File: src/rtl/pipeline_trap_controller.sv
// pipeline_trap_controller: per-stage stall/flush generation plus prioritised trap sequencing toward the CSR unit
module pipeline_trap_controller #(
    parameter int NUM_STAGES   = 5,
    parameter int NUM_EXC      = 5,
    parameter int NUM_IRQ      = 3,
    parameter int CAUSE_W      = 5,
    parameter int BRANCH_STAGE = 2,
    parameter logic [NUM_EXC*CAUSE_W-1:0] EXC_CODES = {5'd11, 5'd6, 5'd4, 5'd2, 5'd0},
    parameter logic [NUM_IRQ*CAUSE_W-1:0] IRQ_CODES = {5'd7, 5'd3, 5'd11}
) (
    input  logic                  clk_i,
    input  logic                  rst_i,
    input  logic [NUM_STAGES-1:0] stall_req_i,
    input  logic                  flush_branch_i,
    input  logic [NUM_EXC-1:0]    exc_valid_i,
    input  logic [NUM_IRQ-1:0]    irq_pending_i,
    input  logic                  irq_enable_i,
    input  logic                  mem_busy_i,
    input  logic                  trap_ack_i,
    output logic [NUM_STAGES-1:0] stall_o,
    output logic [NUM_STAGES-1:0] flush_o,
    output logic                  trap_valid_o,
    output logic                  trap_is_irq_o,
    output logic [CAUSE_W-1:0]    trap_cause_o,
    output logic                  busy_o
);
    typedef enum logic [1:0] {IDLE, DRAIN, FLUSH} state_t;
    state_t state;
    logic exc_any, irq_take;
    logic [CAUSE_W-1:0] exc_cause, irq_cause;
    logic [NUM_STAGES-1:0] back;
    assign exc_any  = |exc_valid_i;
    assign irq_take = irq_enable_i && (|irq_pending_i);
    assign busy_o   = state != IDLE;
    always_comb begin
        exc_cause = '0;
        irq_cause = '0;
        for (int k = NUM_EXC - 1; k >= 0; k--)
            if (exc_valid_i[k]) exc_cause = EXC_CODES[k*CAUSE_W +: CAUSE_W];
        for (int k = NUM_IRQ - 1; k >= 0; k--)
            if (irq_pending_i[k]) irq_cause = IRQ_CODES[k*CAUSE_W +: CAUSE_W];
    end
    always_comb begin
        back = '0;
        back[NUM_STAGES-1] = stall_req_i[NUM_STAGES-1];
        for (int k = NUM_STAGES - 2; k >= 0; k--) back[k] = stall_req_i[k] | back[k+1];
    end
    always_comb begin
        stall_o = '0;
        flush_o = '0;
        if (state == DRAIN || (state == IDLE && (exc_any || irq_take))) stall_o = '1;
        else if (state == FLUSH) flush_o = '1;
        else begin
            stall_o = back;
            if (flush_branch_i)
                for (int k = 0; k < BRANCH_STAGE; k++) begin
                    stall_o[k] = 1'b0;
                    flush_o[k] = 1'b1;
                end
        end
    end
    always_ff @(posedge clk_i) begin
        if (rst_i) begin
            state         <= IDLE;
            trap_valid_o  <= 1'b0;
            trap_is_irq_o <= 1'b0;
            trap_cause_o  <= '0;
        end else begin
            case (state)
                IDLE: begin
                    if (exc_any) begin
                        trap_cause_o  <= exc_cause;
                        trap_is_irq_o <= 1'b0;
                        trap_valid_o  <= 1'b1;
                        state         <= FLUSH;
                    end else if (irq_take) begin
                        trap_cause_o  <= irq_cause;
                        trap_is_irq_o <= 1'b1;
                        state         <= DRAIN;
                    end
                end
                DRAIN: begin
                    if (exc_any) begin
                        trap_cause_o  <= exc_cause;
                        trap_is_irq_o <= 1'b0;
                    end
                    if (!mem_busy_i) begin
                        trap_valid_o <= 1'b1;
                        state        <= FLUSH;
                    end
                end
                FLUSH: begin
                    if (trap_valid_o && trap_ack_i) begin
                        trap_valid_o <= 1'b0;
                        state        <= IDLE;
                    end
                end
                default: state <= IDLE;
            endcase
        end
    end
endmodule

File: config.mk
export PLATFORM = sky130hd
export DESIGN_NAME = pipeline_trap_controller
export DESIGN_NICKNAME = d
export VERILOG_FILES = /design/src/rtl/pipeline_trap_controller.sv
export SDC_FILE = /design/constraint.sdc
export NUM_CORES = 1
export LEC_CHECK = 0
export BUFFER_PORTS_ARGS = -buffer_cell sky130_fd_sc_hd__buf_2
export CAP_MARGIN = 15
export CORE_MARGIN = 2
export CORE_UTILIZATION = 42
export DETAILED_ROUTE_END_ITERATION = 16
export PLACE_DENSITY_LB_ADDON = 0.12
export SETUP_SLACK_MARGIN = 0.2
export SLEW_MARGIN = 20
export SYNTH_ARGS = -nofsm -noshare
export SYNTH_HDL_FRONTEND = slang
export SYNTH_SLANG_ARGS = --single-unit
File: constraint.sdc
create_clock -name clk_i -period 8.9 [get_ports clk_i]
set_input_delay 2.67 -clock clk_i [delete_from_list [all_inputs] [get_ports clk_i]]
set_output_delay 2.67 -clock clk_i [all_outputs]
set_load 0.05 [all_outputs]
Yosys cells after proc, flatten, opt, wreduce, memory -nomap -nowiden
Index checks and enable logic that the tools add are counted.
Storage, ports and cells
  bits in registers: 9
  input bits: 19
  output and inout bits: 18
  logic and storage cells: 61
Cells by class
  eq/ne operators: 7
  muxes and demuxes: 32
  bitwise logic cells: 4
  reduce and logical (&&, ||, !) cells: 14
Operators by type and width (count)
  2-to-1 mux 5 bit: 12
  2-to-1 mux 2 bit: 7
  one-hot mux 5 bit (2 select lines): 1
  2-to-1 mux 1 bit: 6
  2-to-1 mux 3 bit: 2
  != test 2 bit, second input constant: 3
  one-hot mux 2 bit (3 select lines): 1
  AND reduction 3 bit: 2
  OR reduction 5 bit: 1
  2-to-1 mux 4 bit: 1
  bitwise OR 1 bit: 4
  AND reduction 4 bit: 1
  nonzero test 2 bit: 2
  logical AND 1 bit: 3
  != test 3 bit, second input constant: 1
  one-hot mux 1 bit (3 select lines): 1
  nonzero test 3 bit: 1
  OR reduction 3 bit: 1
  equality test 2 x 1 -> 1 bit, second input constant: 1
  equality test 2 bit, second input constant: 1
  zero test 2 bit: 1
  logical OR 1 bit: 2
  != test 2 x 1 -> 1 bit, second input constant: 1
  one-hot mux 1 bit (2 select lines): 1

Logic depth before layout (Yosys ltp)
  depth in word-level cells: 7
  gate-level depth with buffers: 6
  gate-level depth less buffers: 4

Worst setup path before layout
Ideal clock, no wire load.
  path kind: input port to output port
  start point: input port exc_valid_i[1]
  end point: output port flush_o[1]
  arrival: 4386 ps
  required time: 6230 ps
  slack: 1844 ps
  stages on the path: 6
  buffers on the path: 2
  cells stage by stage: or4_4 buf_6 nor3_2 a21o_2 o21a_1 buf_4
Between the ends
  word-level cells in the longest chain between the ends: 5
Ends and longest elaborated chain
  start: declaration: RTL line 15  | input logic [NUM_EXC-1:0] exc_valid_i,
  OR reduction 5 bit: RTL line 32  | assign exc_any = |exc_valid_i;
  logical OR 1 bit: RTL line 51  | if (state == DRAIN || (state == IDLE && (exc_any || irq_take))) stall_o = '1;
  logical AND 1 bit: RTL line 51
  logical OR 1 bit: RTL line 51
  2-to-1 mux 5 bit: RTL line 51
  end: declaration: RTL line 21  | output logic [NUM_STAGES-1:0] flush_o,
No other way between the ends.

Final worst setup path
Same ends and word-level chain as after synthesis.

==> impl_metrics.xml <==
<?xml version="1.0" encoding="UTF-8"?>
<metrics>
  <group name="synthesis">
    <metric name="synth-seq-cells" unit="">8</metric>
    <metric name="asyncSetResetFlopFracSynth" unit="%">0</metric>
    <metric name="dominantRegCellSynth" unit="">sky130_fd_sc_hd__dfxtp_1</metric>
    <metric name="syn_inst" unit="">70</metric>
    <metric name="synth-seq-area-share" unit="%">29.2</metric>
    <metric name="yosys.area.top_type" unit="">sky130_fd_sc_hd__dfxtp_1</metric>
    <metric name="synthDistinctLibCells" unit="">32</metric>
    <metric name="synth_nets" unit="">89</metric>
    <metric name="netlist.area_leader.share" unit="%">29.2</metric>
    <metric name="synth_warnings" unit="">0</metric>
    <metric name="syn_area_per_cell" unit="um2">7.85</metric>
    <metric name="synth_edf_count" unit="">0</metric>
    <metric name="synth_area_leaders" unit="">sky130_fd_sc_hd__dfxtp_1 (29%), sky130_fd_sc_hd__nor3_1 (5.5%), sky130_fd_sc_hd__buf_4 (5.5%)</metric>
    <metric name="synth.cell_area" unit="um2">549</metric>
  </group>
  <group name="placed_design">
    <metric name="placement_cell_area" unit="um2">691</metric>
    <metric name="port_buffers" unit="">35</metric>
    <metric name="gp_congestion" unit="">0.767</metric>
    <metric name="hpwl" unit="um">1040</metric>
  </group>
  <group name="sta">
    <metric name="timing.final.setup_violations" unit="">0</metric>
    <metric name="finalSetupTns" unit="ps">0</metric>
    <metric name="drv_slew" unit="">0</metric>
    <metric name="hold_viol" unit="">0</metric>
    <metric name="worst_slew_slack_as_a_fraction_of_its_limit" unit="%">66.6</metric>
    <metric name="grt_setup_unrepaired" unit="">false</metric>
    <metric name="hold_slack" unit="ps">460</metric>
    <metric name="finalCriticalPeriod" unit="ps">6830</metric>
    <metric name="final_min_period_over_clock_period" unit="%">76.7</metric>
    <metric name="timing.clock.skew" unit="ps">7.47</metric>
    <metric name="worst-slew-pin-transition" unit="ps">499</metric>
    <metric name="max_clock_freq" unit="MHz">147</metric>
  </group>
  <group name="global_routing">
    <metric name="grt_first_pass_wirelength" unit="um">1930</metric>
    <metric name="grt_antenna_before_repair" unit="">0</metric>
    <metric name="globalRouteOverflowTotal" unit="">0</metric>
    <metric name="grt_start_max_net_pins" unit="">11</metric>
    <metric name="grt.total_usage" unit="%">17.9</metric>
    <metric name="first_global_vias" unit="">478</metric>
  </group>
  <group name="cts">
    <metric name="h-tree-depth" unit="">1</metric>
    <metric name="clock_sink_count" unit="">8</metric>
    <metric name="clk_transition_reported_paths" unit="ps">60</metric>
    <metric name="post_cts_resized" unit="">0</metric>
    <metric name="post_cts_hold_buffer_count" unit="">0</metric>
    <metric name="cts_setup_buffers" unit="">0</metric>
    <metric name="clock_latency" unit="ps">250</metric>
    <metric name="tritoncts" unit="">yes</metric>
    <metric name="clock-root-buffer" unit="">sky130_fd_sc_hd__clkbuf_4</metric>
    <metric name="cts_max_path_buffers" unit="">2</metric>
    <metric name="numCtsBuffers" unit="">3</metric>
  </group>
  <group name="pwr">
    <metric name="power_density" unit="nW/um2">165</metric>
    <metric name="power_leakage" unit="nW">0.348</metric>
    <metric name="peakVddDrop" unit="V">0.0000921</metric>
  </group>
  <group name="layout">
    <metric name="num-nets-final" unit="">121</metric>
    <metric name="finish.instance_area" unit="um2">713</metric>
    <metric name="leading_cell_types_in_the_layout_fill_and_taps_excluded" unit="">sky130_fd_sc_hd__buf_2 (35), sky130_fd_sc_hd__dfxtp_1 (8), sky130_fd_sc_hd__nor2_1 (6), sky130_fd_sc_hd__nor3_1 (6)</metric>
    <metric name="drive_above_1_share" unit="%">46.0</metric>
    <metric name="flow.area_growth_from_synthesis" unit="%">29.8</metric>
    <metric name="mostFrequentLayoutCell" unit="">sky130_fd_sc_hd__buf_2</metric>
    <metric name="n_antenna_cell" unit="">0</metric>
    <metric name="fin_util" unit="%">56.9</metric>
  </group>
  <group name="floorplanning">
    <metric name="core-area" unit="um2">1250</metric>
    <metric name="top_level_port_count" unit="">37</metric>
    <metric name="site_row_count" unit="">13</metric>
    <metric name="starting_density_of_the_core" unit="%">43.9</metric>
    <metric name="die_w" unit="um">40.2</metric>
    <metric name="die-area" unit="um2">1610</metric>
    <metric name="fp.dieH" unit="um">40.2</metric>
  </group>
  <group name="critical_path">
    <metric name="timing.critical_path.arrival" unit="ps">4160</metric>
    <metric name="worstPathRequired" unit="ps">6230</metric>
    <metric name="setup.worst_path.start_class" unit="">input port</metric>
    <metric name="worst_setup_path_end_kind" unit="">output pin</metric>
    <metric name="criticalPathCategory" unit="">input port to output pin</metric>
    <metric name="critical_path.max_fanout" unit="">6</metric>
  </group>
  <group name="run">
    <metric name="max-cap-violations" unit="">0</metric>
  </group>
  <group name="hold_path">
    <metric name="holdCritPathClass" unit="">flip-flop to flip-flop</metric>
  </group>
  <group name="route">
    <metric name="first_iter_violations" unit="">16</metric>
    <metric name="routed_wire_length_per_instance" unit="um">11.1</metric>
    <metric name="route.final.wire_length" unit="um">1280</metric>
    <metric name="avgViaCountPerCell" unit="">5.24</metric>
    <metric name="drt_drc_violations_left" unit="">0</metric>
    <metric name="drt_first_pass_iters" unit="">4</metric>
    <metric name="final_antenna_net_count" unit="">0</metric>
    <metric name="via_count" unit="">603</metric>
  </group>
  <group name="status">
    <metric name="status" unit="">finished clean</metric>
  </group>
</metrics>
where the power goes:
group / internal [mW] / total, mW / switching [mW]
logic: 0.0132 / 0.0500 / 0.0368
clock network: 0.0154 / 0.0273 / 0.0119
registers: 0.0382 / 0.0403 / 0.00209
total: 0.0668 / 0.118 / 0.0508
cell type report:
type,instances,area [um2]
fill,124,539
multi-input combinational,49,318
timing repair buffer,35,175
sequential,8,160
clock buffer,3,22.5
inverter,5,18.8
tap,15,18.8
state kept, by name, summed over array words and instances (netlist names):
signal,cells
trap_cause_o,4
state,2
trap_is_irq_o,1
trap_valid_o,1
logic make-up after synthesis:
kind of cell | after synthesis | synth area share, %
flip-flops | 8 | 29.2
AO/OA/AOI/OAI | 25 | 32.6
buffers and inverters | 13 | 13.0
multiplexers | 1 | 2.05
other | 1 | 0.683
AND/OR/NAND/NOR | 22 | 22.6
worst max-delay path: stages:
cell	delay, ps
sky130_fd_sc_hd__buf_2	110
sky130_fd_sc_hd__or4_4	590
sky130_fd_sc_hd__nor3_2	190
sky130_fd_sc_hd__a21o_2	210
sky130_fd_sc_hd__o21a_1	130
sky130_fd_sc_hd__buf_2	260
layer usage:
metal,track usage (%),vias to the layer above,wire (um)
li1,-,311,-
met1,22.0,265,579
met2,27.8,27,591
met3,8.89,0,109
met4,3.45,0,0
met5,0,-,0
metrics by stage:
step | power, mW | instances | setup WS [ps]
floorplan | 0.0798 | 70 | 1840
global placement | 0.0909 | 112 | 2100
detailed placement | 0.0911 | 112 | 2070
CTS | 0.119 | 115 | 2070
global route | 0.123 | 115 | 2010
finish | 0.118 | 115 | 2070
synthesized netlist by cell type, types with 2 or more instances:
library cell,count
sky130_fd_sc_hd__dfxtp_1,8
sky130_fd_sc_hd__nor2_1,6
sky130_fd_sc_hd__nor3_1,6
sky130_fd_sc_hd__a21oi_1,5
sky130_fd_sc_hd__inv_1,5
sky130_fd_sc_hd__buf_4,4
sky130_fd_sc_hd__o21ai_0,4
sky130_fd_sc_hd__o21a_1,3
sky130_fd_sc_hd__o31ai_1,3
sky130_fd_sc_hd__clkbuf_1,2
sky130_fd_sc_hd__nand2_1,2
sky130_fd_sc_hd__nor2b_1,2
worst paths after layout:
path	startpoint	endpoint	slack, ps	depth (start not counted)
hold reg to reg	trap_cause_o[0]	trap_cause_o[0]	460	1
setup / recovery	exc_valid_i[1]	flush_o[1]	2070	6
setup reg to reg	state[0]	trap_cause_o[3]	7650	4
hold / removal	trap_cause_o[0]	trap_cause_o[0]	460	1
No activity file was read; power rests on OpenSTA's default activity.
